--- src/rtl/des_pkg.sv ---
// DES key-schedule constants: permutation tables, shift schedule, FSM state type.
package des_pkg;

    localparam int KEY_W    = 64;
    localparam int CD_W     = 28;
    localparam int SUBKEY_W = 48;

    // PC-1: entry i gives the DES key bit (1 = MSB) feeding output bit i+1.
    localparam int PC1 [56] = '{
        57, 49, 41, 33, 25, 17,  9,
         1, 58, 50, 42, 34, 26, 18,
        10,  2, 59, 51, 43, 35, 27,
        19, 11,  3, 60, 52, 44, 36,
        63, 55, 47, 39, 31, 23, 15,
         7, 62, 54, 46, 38, 30, 22,
        14,  6, 61, 53, 45, 37, 29,
        21, 13,  5, 28, 20, 12,  4
    };

    // PC-2: entry j gives the {C,D} bit (1 = MSB) feeding subkey bit j+1.
    localparam int PC2 [48] = '{
        14, 17, 11, 24,  1,  5,
         3, 28, 15,  6, 21, 10,
        23, 19, 12,  4, 26,  8,
        16,  7, 27, 20, 13,  2,
        41, 52, 31, 37, 47, 55,
        30, 40, 51, 45, 33, 48,
        44, 49, 39, 56, 34, 53,
        46, 42, 50, 36, 29, 32
    };

    // Left-rotation amount for rounds 1..16 (index 0 = round 1); sums to 28.
    localparam logic [1:0] SHIFT [16] = '{
        2'd1, 2'd1, 2'd2, 2'd2, 2'd2, 2'd2, 2'd2, 2'd2,
        2'd1, 2'd2, 2'd2, 2'd2, 2'd2, 2'd2, 2'd2, 2'd1
    };

    typedef enum logic [1:0] {
        ST_IDLE  = 2'd0,
        ST_ROUND = 2'd1,
        ST_DONE  = 2'd2
    } state_t;

    function automatic logic [CD_W-1:0] rotl(input logic [CD_W-1:0] v, input logic [1:0] n);
        case (n)
            2'd1:    rotl = {v[CD_W-2:0], v[CD_W-1]};
            2'd2:    rotl = {v[CD_W-3:0], v[CD_W-1:CD_W-2]};
            default: rotl = v;
        endcase
    endfunction

    function automatic logic [CD_W-1:0] rotr(input logic [CD_W-1:0] v, input logic [1:0] n);
        case (n)
            2'd1:    rotr = {v[0], v[CD_W-1:1]};
            2'd2:    rotr = {v[1:0], v[CD_W-1:2]};
            default: rotr = v;
        endcase
    endfunction

endpackage

--- src/rtl/des_pc2.sv ---
// PC-2 compression permutation: 56-bit {C,D} to 48-bit round subkey, pure wiring.
module des_pc2
    import des_pkg::*;
(
    input  logic [2*CD_W-1:0]   cd,
    output logic [SUBKEY_W-1:0] subkey
);

    // Bit 1 in DES numbering is the MSB on both sides.
    for (genvar j = 0; j < SUBKEY_W; j++) begin : g_bit
        assign subkey[SUBKEY_W-1-j] = cd[2*CD_W-PC2[j]];
    end

endmodule

--- src/rtl/des_key_scheduler.sv ---
// DES key scheduler: issues the 16 round subkeys in encrypt or decrypt order
// under a valid/ready handshake, one subkey per accepted round.
module des_key_scheduler
    import des_pkg::*;
#(
    parameter bit ZERO_IDLE_OUT = 1'b1
) (
    input  logic                clk,
    input  logic                rst,
    input  logic                start,
    input  logic                decrypt,
    input  logic [KEY_W-1:0]    key,
    input  logic                subkey_ready,
    output logic [SUBKEY_W-1:0] subkey,
    output logic                subkey_valid,
    output logic [3:0]          round_idx,
    output logic                busy,
    output logic                done
);

    state_t              state_q, state_d;
    logic [CD_W-1:0]     c_q, d_q;
    logic [3:0]          round_q;
    logic                dec_q;
    logic [2*CD_W-1:0]   pc1_key;
    logic [SUBKEY_W-1:0] pc2_out;
    logic [1:0]          shamt;
    logic                start_ok;
    logic                hs;

    // PC-1 drops the parity bits and reorders into {C,D}.
    for (genvar i = 0; i < 2*CD_W; i++) begin : g_pc1
        assign pc1_key[2*CD_W-1-i] = key[KEY_W-PC1[i]];
    end

    des_pc2 u_pc2 (
        .cd     ({c_q, d_q}),
        .subkey (pc2_out)
    );

    assign start_ok = (state_q == ST_IDLE) && start;
    assign hs       = subkey_valid && subkey_ready;

    // Rotation applied on a handshake. Encrypt moves to the next round's
    // left shift (none after the last round); decrypt undoes the shift of the
    // round just issued, which walks the table backwards (index 15 - round).
    always_comb begin
        shamt = 2'd0;
        if (dec_q)
            shamt = SHIFT[~round_q];
        else if (round_q != 4'd15)
            shamt = SHIFT[round_q + 4'd1];
    end

    // State register.
    always_ff @(posedge clk) begin
        if (rst) state_q <= ST_IDLE;
        else     state_q <= state_d;
    end

    // Next-state logic.
    always_comb begin
        state_d = state_q;
        case (state_q)
            ST_IDLE:  if (start)                   state_d = ST_ROUND;
            ST_ROUND: if (hs && round_q == 4'd15)  state_d = ST_DONE;
            ST_DONE:                               state_d = ST_IDLE;
            default:                               state_d = ST_IDLE;
        endcase
    end

    // C/D registers and round counter; load on start, step on handshake.
    // The counter wraps 15 -> 0 naturally as the last round is accepted.
    always_ff @(posedge clk) begin
        if (rst) begin
            c_q     <= '0;
            d_q     <= '0;
            round_q <= '0;
            dec_q   <= 1'b0;
        end else if (start_ok) begin
            c_q     <= decrypt ? pc1_key[2*CD_W-1:CD_W] : rotl(pc1_key[2*CD_W-1:CD_W], 2'd1);
            d_q     <= decrypt ? pc1_key[CD_W-1:0]      : rotl(pc1_key[CD_W-1:0], 2'd1);
            round_q <= '0;
            dec_q   <= decrypt;
        end else if (hs) begin
            c_q     <= dec_q ? rotr(c_q, shamt) : rotl(c_q, shamt);
            d_q     <= dec_q ? rotr(d_q, shamt) : rotl(d_q, shamt);
            round_q <= round_q + 4'd1;
        end
    end

    // Outputs decoded straight from state; subkey is combinational from C/D.
    always_comb begin
        subkey_valid = (state_q == ST_ROUND);
        busy         = (state_q != ST_IDLE);
        done         = (state_q == ST_DONE);
        round_idx    = round_q;
        subkey       = (ZERO_IDLE_OUT && !subkey_valid) ? '0 : pc2_out;
    end

endmodule

--- config.mk ---
export PLATFORM = sky130hd
export DESIGN_NAME = des_key_scheduler
export DESIGN_NICKNAME = d
export VERILOG_FILES = /design/src/rtl/des_pkg.sv /design/src/rtl/des_pc2.sv /design/src/rtl/des_key_scheduler.sv
export SDC_FILE = /design/constraint.sdc
export NUM_CORES = 1
export LEC_CHECK = 0
export CORE_MARGIN = 5
export CORE_UTILIZATION = 56
export DETAILED_ROUTE_END_ITERATION = 10
export HOLD_SLACK_MARGIN = 0.12
export PLACE_DENSITY = 0.87
export SETUP_SLACK_MARGIN = 0.5
export SLEW_MARGIN = 20
export SYNTH_ARGS = -nofsm -noshare
export SYNTH_HDL_FRONTEND = slang
export SYNTH_SLANG_ARGS = --single-unit
--- constraint.sdc ---
create_clock -name clk -period 3.85 [get_ports clk]
set_input_delay 0.5775 -clock clk [delete_from_list [all_inputs] [get_ports clk]]
set_output_delay 0.5775 -clock clk [all_outputs]
set_load 0.05 [all_outputs]
* Word level (Yosys, flattened, before mapping) *
Memory sizes are Yosys's and may differ from the RTL's.
Index checks and enable logic that the tools add are counted.
W data, S select, Z words.

storage, ports and cells
  register bits = 63
  memory bits (read-only) = 64
  input port bits = 69
  memories = 2
  bits in writable memories = 0
  bits in latches = 0
  logic and storage cells = 53

operators by class
  muxes and demuxes = 22
  $lt $le $gt $ge = 2
  div/mod/pow operators = 0
  bitwise operators = 3
  $mul = 0
  equal/unequal tests = 8
  shifts and indexed selects = 0
  reduce and logical (&&, ||, !) cells = 10
  $add $sub $neg = 1

memories
  name             words  bits a word  rd ports  clocked after Yosys merged registers in  wr ports  line                     RTL
  (no name shown)  16     2            1         0                                        0         des_key_scheduler.sv:52  shamt = SHIFT[round_q + 4'd1];
  (no name shown)  16     2            1         0                                        0         des_key_scheduler.sv:50  shamt = SHIFT[~round_q];

operator list
  operator               count
  $mux W28               8
  $pmux W28 S2           4
  $mux W48               1
  $mux W2                8
  $ge A5 B5 Y1 const B   2
  $not A4 Y5             2
  $add A4 B1 Y4 const B  1
  $eq A2 B1 Y1 const B   2
  $eq A2 B2 Y1 const B   2
  $eq A4 B4 Y1 const B   1
  $ne A4 B4 Y1 const B   1
  $not A4 Y4             1
  $pmux W2 S2            1
  $reduce_and A2 Y1      2
  $reduce_bool A2 Y1     2
  $logic_and A1 B1 Y1    3
  $reduce_bool A3 Y1     1
  $logic_not A2 Y1       1
  $ne A2 B1 Y1 const B   1
  $ne A2 B2 Y1 const B   1
  $reduce_or A2 Y1       1

* Depth between registers and ports, before layout *
Gate-level depths: netlist (run 1).

  depth after elaboration = 12
  gate-level depth with buffers = 10

* Hierarchy *
A second synthesis (run 1) with hierarchy kept.

second synthesis, totals
  cell total of the unflattened synthesis = 800
  area total of the unflattened synthesis = 6,337.3 µm²

by module, submodules not included
  module             area each (µm²)  cells an instance  instances
  des_key_scheduler  5,977.0          752                1
  des_pc2            360.3            48                 1

* Least setup slack after synthesis (run 1) *
No wires, ideal clock.

  kind = register to register
  from = register round_q[0], in the netlist round_idx[0]
  to = register c_q[18]
  arrival time = 2.426 ns
  library setup time = 0.119 ns
  path slack = 1.306 ns
  cell stages (with the launch flop) = 10
  path through = dfxtp_1 > inv_1 > ha_1 > or2_2 > o21ai_1 > buf_4 > buf_6 > mux2i_1 > o22ai_1 > o221a_2

between the ends
  word-level cells in the longest chain between the ends = 12
  elaborated cells between the ends (all ways) = 22
  those cells by class = 1 x add/sub; 3 x eq/ne; 11 x mux; 3 x bitwise; 2 x reduce/logical; 2 x memory

ends and longest elaborated chain
  item                                                 line                          RTL
  start: declaration                                   des_key_scheduler.sv:23       logic [3:0] round_q;
  start signal: assignment                             des_key_scheduler.sv:88       round_q <= round_q + 4'd1;
  $add A4 B1 Y4                                        des_key_scheduler.sv:52
  $not A4 Y5 (not written as such)                     des_key_scheduler.sv:52
  $mem_v2 Z16 W2                                       n/a
  $mux W2 (not written as such) (2 in a row)           des_key_scheduler.sv:52
  $mux W2                                              des_key_scheduler.sv:51       else if (round_q != 4'd15)
  $mux W2 *                                            des_key_scheduler.sv:49       if (dec_q)
  $eq A2 B2 Y1 / $eq A2 B1 Y1 (equally long branches)  des_pkg.sv:45, des_pkg.sv:53
  $pmux W28 S2, on equally long branches               des_pkg.sv:45, des_pkg.sv:53
  $mux W28                                             des_key_scheduler.sv:86       c_q <= dec_q ? rotr(c_q, shamt) : rotl(c_q, shamt);
  $mux W28                                             des_key_scheduler.sv:85       end else if (hs) begin
  $mux W28                                             des_key_scheduler.sv:80       end else if (start_ok) begin
  end signal: assignment                               des_key_scheduler.sv:81       c_q <= decrypt ? pc1_key[2*CD_W-1:CD_W] : rotl(pc1_key[2*CD_W-1:CD_W], 2'd1);
  end signal: assignment                               des_key_scheduler.sv:86
  end: declaration                                     des_key_scheduler.sv:22       logic [CD_W-1:0] c_q, d_q;

Every way passes the cells marked *; elsewhere a longest branch is shown, timed or not. The select of a mux whose other input is x is not followed.
A chain may end at the register's enable or synchronous reset.

* Worst setup path after layout (run 1) *
  from = register round_q[1], in the netlist round_idx[1]
  to = register d_q[2]

between the ends
  word-level cells in the longest chain between the ends = 12
  elaborated cells between the ends (all ways) = 22
  those cells by class = 1 x add/sub; 3 x eq/ne; 11 x mux; 3 x bitwise; 2 x reduce/logical; 2 x memory

ends and longest elaborated chain
  item                                                 line                          RTL
  $add A4 B1 Y4                                        des_key_scheduler.sv:52
  $not A4 Y5 (not written as such)                     des_key_scheduler.sv:52
  $mem_v2 Z16 W2                                       n/a
  $mux W2 (not written as such) (2 in a row)           des_key_scheduler.sv:52
  $mux W2                                              des_key_scheduler.sv:51
  $mux W2 *                                            des_key_scheduler.sv:49
  $eq A2 B2 Y1 / $eq A2 B1 Y1 (equally long branches)  des_pkg.sv:45, des_pkg.sv:53
  $pmux W28 S2, on equally long branches               des_pkg.sv:45, des_pkg.sv:53
  $mux W28                                             des_key_scheduler.sv:87       d_q <= dec_q ? rotr(d_q, shamt) : rotl(d_q, shamt);
  $mux W28                                             des_key_scheduler.sv:85
  $mux W28                                             des_key_scheduler.sv:80
  end signal: assignment                               des_key_scheduler.sv:82       d_q <= decrypt ? pc1_key[CD_W-1:0] : rotl(pc1_key[CD_W-1:0], 2'd1);
  end signal: assignment                               des_key_scheduler.sv:87
  end: declaration                                     des_key_scheduler.sv:22

Marks and branches as above.

==> results.json, run 1 <==
{
  "grt_start_max_net_pins": 60,
  "postRouteAntennaNets": 0,
  "ctsHoldBuffers": 0,
  "p_total_uw": 2030,
  "drv_slew": 0,
  "run_status": "finished, final reports clean",
  "place_hpwl_mm": 11.6,
  "tns_setup_ns": 0,
  "finalCritPeriodShare": 0.754,
  "rsz0062_at_grt": "no",
  "cts_buffers": 9,
  "worst_r2r_path_depth": 9,
  "grt_pass1_wl_mm": 28.6,
  "top_level_ports": 124,
  "timing.critical_path.to_type": "flop",
  "crit-reg2reg-launch": "round_idx[1]$_SDFFE_PP0P_",
  "timing_worst_slew_pin_value_ns": 1.05,
  "ff2ff_setup_slack_ns": 0.95,
  "grt_use_total": 0.287,
  "cells_resized_by_post_cts_repair": 0,
  "chipHeight_um": 110,
  "initial_utilization": 0.573,
  "core_utilization_of_the_finished_layout": 0.703,
  "worst-endpoint-required_ns": 4.13,
  "globalRoute.totalOverflow": 0,
  "max_cap_violations": 0,
  "antennaDiodeCount": 0,
  "post-synth-top-area-fraction": 0.226,
  "power_per_cell_area_mw_per_mm2": 297,
  "drt_pre_antenna_iters": 5,
  "clk-insertion-delay-late_ns": 0.34,
  "antenna_violations_before_repair": 0,
  "cp_data_arrival_time_ns": 3.19,
  "number_of_buffers_between_clock_root_and_the_deepest_sink": 2,
  "synth.cell_area_sq_mm": 0.00558,
  "final_area_sq_mm": 0.00684,
  "synth.top_cells.by_area": "sky130_fd_sc_hd__dfxtp_1 23%, sky130_fd_sc_hd__nand3_1 14%, sky130_fd_sc_hd__mux2_2 7.5%",
  "route.detailed.wl_per_inst_um": 18.7,
  "dr.first_iter.drc_count": 750,
  "critPathMaxFanout": 24,
  "num-nets-final": 881,
  "layout.filler_cells": 801,
  "hp-class": "flop to flop",
  "count_of_unique_library_cells_instantiated_by_yosys": 43,
  "max_slew_margin": 0.301,
  "number_of_global_route_vias_before_repair": 5818,
  "layout_common_cells": "155 x sky130_fd_sc_hd__nand3_1, 114 x sky130_fd_sc_hd__clkdlybuf4s50_1, 65 x sky130_fd_sc_hd__a21oi_1",
  "timing.critical_path.from_type": "flop",
  "yosys_register_bits": 63,
  "max_clock_freq_mhz": 345,
  "detail_route.wirelength_mm": 17.7,
  "share_of_post_route_cells_with_drive_strength_above_1": 0.129,
  "syn_to_final_growth_pct": 22.6,
  "leakagePower_uw": 0.00232,
  "design.die.area_sq_mm": 0.0121,
  "synth_top_area_cell": "sky130_fd_sc_hd__dfxtp_1",
  "final.min_clock_period_ns": 2.90,
  "worstSetupPathType": "flop to flop",
  "post_drt_via_cell_ratio": 6.73,
  "timing.hold.worst.start": "d_q[25]$_SDFFE_PP0P_",
  "synth_nets": 819,
  "postSynthAreaPerCell_sq_um": 7.46,
  "hold_viol_final": 0,
  "clock_tree_from_tritoncts": "yes",
  "worst_clock_skew_ns": 0.0111,
  "yosys_warnings": 0,
  "vias": 6367,
  "placement_rows": 36,
  "chipWidth_um": 110,
  "power.ir.vdd_worst_uv": 155,
  "cts_setup_buffers": 0,
  "total_drc_errors_in_the_routed_layout": 0,
  "ctsRootBufferMaster": "sky130_fd_sc_hd__clkbuf_8",
  "whs_endpoint": "d_q[27]$_SDFFE_PP0P_",
  "worst_hold_path_stage_count": 2,
  "place_area_sq_mm": 0.00667,
  "clock_pin_slew_of_the_registers_on_the_worst_case_setup_and_hold_paths_ns": 0.08,
  "final-setup-viol-count": 0,
  "htree_num_levels": 3,
  "clock_sink_count": 63,
  "gp_routability_congestion": 0.919,
  "layout.cells.most_common": "sky130_fd_sc_hd__nand3_1",
  "io_buffer_count": 115,
  "postSynthCellCount": 747,
  "regToRegEndpoint": "d_q[2]$_SDFFE_PP0P_",
  "core-area_sq_mm": 0.00973,
  "yosysSeqAreaShare": 0.226
}
-- stage by stage --
| step | hold slack [ns] | cells | setup WS, ns |
|---|---|---|---|
| floorplan | 0.515 | 747 | 1.31 |
| global placement | 0.559 | 931 | 1.03 |
| detailed placement | 0.561 | 931 | 0.970 |
| CTS | 0.597 | 946 | 0.963 |
| global route | 0.620 | 946 | 0.803 |
| finish | 0.599 | 946 | 0.948 |
-- worst max-delay path, cell delays in order, from the launching register on --
cell and delay [ns]:
sky130_fd_sc_hd__dfxtp_1 0.48, sky130_fd_sc_hd__inv_1 0.08, sky130_fd_sc_hd__ha_1 0.29, sky130_fd_sc_hd__or2_2 0.34, sky130_fd_sc_hd__o21ai_4 0.60, sky130_fd_sc_hd__buf_4 0.34, sky130_fd_sc_hd__buf_4 0.22, sky130_fd_sc_hd__nand3_1 0.10
sky130_fd_sc_hd__a21oi_1 0.19, sky130_fd_sc_hd__o221a_1 0.19
-- kinds of logic after synthesis --
| group | Yosys count | share of synthesized area |
|---|---|---|
| and+or+nand+nor | 268 | 0.251 |
| buffers and inverters | 93 | 0.0794 |
| adders and majority gates | 3 | 0.00673 |
| AOI/OAI and AO/OA | 256 | 0.313 |
| muxes | 61 | 0.119 |
| xor gates and xnor gates | 3 | 0.00471 |
| DFF | 63 | 0.226 |
-- cell usage after synthesis --
library cell and number:
sky130_fd_sc_hd__a2111oi_0 4, sky130_fd_sc_hd__a2111oi_1 2, sky130_fd_sc_hd__o31a_1 2, sky130_fd_sc_hd__a41oi_1 1, sky130_fd_sc_hd__a21o_1 2, sky130_fd_sc_hd__clkinv_1 1, sky130_fd_sc_hd__o21a_1 1, sky130_fd_sc_hd__dfxtp_1 63
sky130_fd_sc_hd__o21ai_0 44, sky130_fd_sc_hd__o211ai_1 5, sky130_fd_sc_hd__nand2_1 16, sky130_fd_sc_hd__o22ai_1 15, sky130_fd_sc_hd__clkbuf_1 47, sky130_fd_sc_hd__buf_4 2, sky130_fd_sc_hd__a221oi_4 1, sky130_fd_sc_hd__a211oi_1 14
sky130_fd_sc_hd__o221a_2 17, sky130_fd_sc_hd__or2_2 1, sky130_fd_sc_hd__nor2_1 15, sky130_fd_sc_hd__o21ai_2 4, sky130_fd_sc_hd__mux2i_1 23, sky130_fd_sc_hd__o221a_1 31, sky130_fd_sc_hd__nor3_1 7, sky130_fd_sc_hd__nand2_2 1
sky130_fd_sc_hd__a21oi_1 65, sky130_fd_sc_hd__o21ai_1 44, sky130_fd_sc_hd__nor2b_1 18, sky130_fd_sc_hd__and3_1 2, sky130_fd_sc_hd__buf_2 21, sky130_fd_sc_hd__ha_1 3, sky130_fd_sc_hd__mux2_4 1, sky130_fd_sc_hd__buf_6 8
sky130_fd_sc_hd__xor2_1 1, sky130_fd_sc_hd__a221o_1 2, sky130_fd_sc_hd__nand3_1 155, sky130_fd_sc_hd__mux2_2 37, sky130_fd_sc_hd__a21oi_2 1, sky130_fd_sc_hd__and2_1 52, sky130_fd_sc_hd__xnor2_1 2, sky130_fd_sc_hd__buf_1 8
sky130_fd_sc_hd__nand4b_1 1, sky130_fd_sc_hd__inv_1 6, sky130_fd_sc_hd__o311a_1 1
-- flip-flops by register name, summed over array words and instances (netlist names) --
register   cells
dec_q          1
round_idx      4
state_q        2
c_q           28
d_q           28
-- area by class of cell --
cell class | instances | area (sq um) | area share
well taps | 133 | 166 | 0.0243
multi-input cells | 591 | 3890 | 0.570
repair buffers | 137 | 1320 | 0.194
flip-flops and latches | 63 | 1260 | 0.184
clock buffers | 11 | 141 | 0.0207
inverters | 7 | 26.3 | 0.00384
clock inverters | 4 | 22.5 | 0.00329
-- worst max-delay path by stage --
stage / from / to / slack [ns] / cells past startpoint
floorplan: round_idx[0]$_SDFFE_PP0P_ / c_q[18]$_SDFFE_PP0P_ / 1.31 / 9
global placement: start / c_q[16]$_SDFFE_PP0P_ / 1.03 / 7
detailed placement: start / c_q[16]$_SDFFE_PP0P_ / 0.97 / 7
CTS: state_q[0]$_SDFFE_PP0P_ / subkey[17] / 0.96 / 4
global route: round_idx[0]$_SDFFE_PP0P_ / d_q[8]$_SDFFE_PP0P_ / 0.80 / 9
finish: round_idx[1]$_SDFFE_PP0P_ / d_q[2]$_SDFFE_PP0P_ / 0.95 / 9
-- report_power, final --
| part | switching (uW) | leakage, uW | internal, uW |
|---|---|---|---|
| registers | 106 | 0.000522 | 719 |
| clock network | 264 | 0.0000850 | 245 |
| logic | 396 | 0.00171 | 303 |
-- routing by layer --
layer / share of wire / track usage
met1: 0.41 / 0.375
met2: 0.48 / 0.484
met3: 0.096 / 0.0411
met4: 0.020 / 0.0962
met5: 0 / 0
No activity file was read; power rests on OpenSTA's default activity.
==> run 2: changes to the inputs <==
- CORE_UTILIZATION: 56 -> 52
- PLACE_DENSITY: 0.87 -> 0.82
- clock period: 3.85 -> 2.8 ns (I/O delays scaled with it)
==> run 2 against run 1 <==
Combinational power grew 44%. Largest power group unchanged. Final area grew 4.6%. Die area grew 7.0%. Via count grew 1.6%. Wire length grew 5.8%.
==> results.json, run 2 (synthesized netlist as in run 1, its figures left out) <==
{
  "run_status": "finished, final reports clean",
  "timing.hold.worst.start": "decrypt",
  "slowest_library_cell_on_the_worst_path": "sky130_fd_sc_hd__dfxtp_4",
  "grt_pass1_wl_mm": 30.1,
  "regToRegEndpoint": "d_q[1]$_SDFFE_PP0P_",
  "htree_num_levels": 3,
  "hold_viol_final": 0,
  "finalCritPeriodShare": 0.817,
  "core-area_sq_mm": 0.0104,
  "top_level_ports": 124,
  "chipWidth_um": 114,
  "timing.critical_path.to_type": "flop",
  "final_area_sq_mm": 0.00715,
  "cts_buffers": 9,
  "max_slew_margin": 0.554,
  "layout_common_cells": "155 x sky130_fd_sc_hd__nand3_1, 79 x sky130_fd_sc_hd__buf_4, 65 x sky130_fd_sc_hd__clkdlybuf4s50_1",
  "swShare": 0.366,
  "vias": 6470,
  "post_drt_via_cell_ratio": 6.67,
  "ctsRootBufferMaster": "sky130_fd_sc_hd__clkbuf_8",
  "max_cap_violations": 0,
  "drv_slew": 0,
  "share_of_post_route_cells_with_drive_strength_above_1": 0.225,
  "globalRoute.totalOverflow": 0,
  "leakagePower_uw": 0.00264,
  "worst_hold_path_stage_count": 4,
  "layout.cells.most_common": "sky130_fd_sc_hd__nand3_1",
  "sequential_share_of_power": 0.376,
  "syn_to_final_growth_pct": 28.3,
  "antenna_violations_before_repair": 0,
  "clock_sink_count": 63,
  "cell_internal_pwr_uw": 1920,
  "number_of_global_route_vias_before_repair": 5998,
  "comb_power_share": 0.332,
  "clock_pin_slew_of_the_registers_on_the_worst_case_setup_and_hold_paths_ns": 0.08,
  "initial_utilization": 0.538,
  "grt_start_max_net_pins": 54,
  "gp_routability_congestion": 0.882,
  "crit-reg2reg-launch": "round_idx[0]$_SDFFE_PP0P_",
  "postRouteAntennaNets": 0,
  "grt_use_total": 0.279,
  "ctsHoldBuffers": 0,
  "max_clock_freq_mhz": 437,
  "layout.filler_cells": 810,
  "clk-insertion-delay-late_ns": 0.36,
  "io_buffer_count": 115,
  "route.detailed.wl_per_inst_um": 19.3,
  "worst-endpoint-required_ns": 3.05,
  "antennaDiodeCount": 0,
  "power.ir.vdd_worst_uv": 215,
  "number_of_buffers_between_clock_root_and_the_deepest_sink": 2,
  "final.min_clock_period_ns": 2.29,
  "pwr-share-clk": 0.292,
  "total_drc_errors_in_the_routed_layout": 0,
  "cp_data_arrival_time_ns": 2.54,
  "tns_setup_ns": 0,
  "drt_pre_antenna_iters": 5,
  "placement_rows": 37,
  "place_area_sq_mm": 0.00669,
  "clock_tree_from_tritoncts": "yes",
  "design.die.area_sq_mm": 0.0129,
  "timing_worst_slew_pin_value_ns": 0.668,
  "netSwitchingPower_uw": 1110,
  "critPathMaxFanout": 49,
  "worst_r2r_path_depth": 9,
  "rsz0062_at_grt": "yes",
  "critical_path.max_stage_delay_ns": 0.38,
  "hp-class": "primary input to flop",
  "final-setup-viol-count": 0,
  "worstSetupPathType": "flop to flop",
  "detail_route.wirelength_mm": 18.7,
  "num-nets-final": 901,
  "timing.critical_path.from_type": "flop",
  "chipHeight_um": 114,
  "worst_clock_skew_ns": 0.00782,
  "whs_endpoint": "dec_q$_SDFFE_PP0P_",
  "power_per_cell_area_mw_per_mm2": 423,
  "crit_path_cells": "inv_1, ha_1, o211ai_1, o311a_1, o21a_4, buf_12, mux2i_1, o22ai_1, o221a_1",
  "ff2ff_setup_slack_ns": 0.51,
  "dr.first_iter.drc_count": 662,
  "place_hpwl_mm": 12.2
}
-- run 2: area by class of cell --
class	count	area [sq um]	share of cell area
clock buffer	11	163	0.0227
clock inverter	5	53.8	0.00752
inverter	7	26.3	0.00367
multi-input combinational	591	3990	0.557
sequential	63	1270	0.178
tap	136	170	0.0238
timing repair buffer	157	1480	0.207
-- run 2: how the worst max path moves through the flow --
stage,startpoint,to,cells past startpoint
after floorplan,round_idx[2]$_SDFFE_PP0P_,c_q[18]$_SDFFE_PP0P_,9
after global placement,round_idx[0]$_SDFFE_PP0P_,c_q[22]$_SDFFE_PP0P_,7
after detailed placement,round_idx[1]$_SDFFE_PP0P_,d_q[1]$_SDFFE_PP0P_,8
after CTS,round_idx[0]$_SDFFE_PP0P_,c_q[15]$_SDFFE_PP0P_,9
after global routing,round_idx[0]$_SDFFE_PP0P_,d_q[1]$_SDFFE_PP0P_,9
final,round_idx[0]$_SDFFE_PP0P_,d_q[1]$_SDFFE_PP0P_,9
-- run 2: stage by stage --
step	cells	util	setup slack, ns	hold slack (ns)	total power (uW)
global route	970	0.690	0.408	0.561	3170
CTS	966	0.678	0.481	0.551	2990
finish	970	0.690	0.512	0.581	3030
global placement	942	0.645	0.413	0.542	2080
detailed placement	942	0.645	0.313	0.570	2100
floorplan	747	-	0.493	0.497	1770
-- run 2: power groups by stage --
stage | clock, uW | combinational, uW | sequential [uW]
3_3_place_gp | 0 | 934 | 1140
4_1_cts | 878 | 980 | 1130
2_1_floorplan | 0 | 668 | 1100
5_1_grt | 936 | 1080 | 1150
3_5_place_dp | 0 | 955 | 1150
6_report | 883 | 1010 | 1140
-- run 2: repair_timing --
action | in CTS | in global routing
gates cloned | 2 | 0
gates resized for setup | 9 | 20
buffers inserted | 6 | 4
endpoints found under the setup margin | 81 | 58
hold endpoints to repair | 0 | 0
pin swaps | 2 | 3
-- run 2: worst max-delay path, delay by kind of cell, from the launching register on --
kind	cells	cell delay [ns]
compound gates	5	1.03
flops	1	0.38
buf+inv	2	0.32
fa+ha+maj	1	0.22
mux	1	0.21
-- run 2: metal layers --
| metal | part of all wire | GRT usage | vias to the layer above |
|---|---|---|---|
| li1 | - | - | 2986 |
| met1 | 0.40 | 0.365 | 3027 |
| met2 | 0.48 | 0.456 | 404 |
| met3 | 0.099 | 0.0520 | 53 |
| met4 | 0.028 | 0.101 | 0 |
| met5 | 0 | 0 | - |
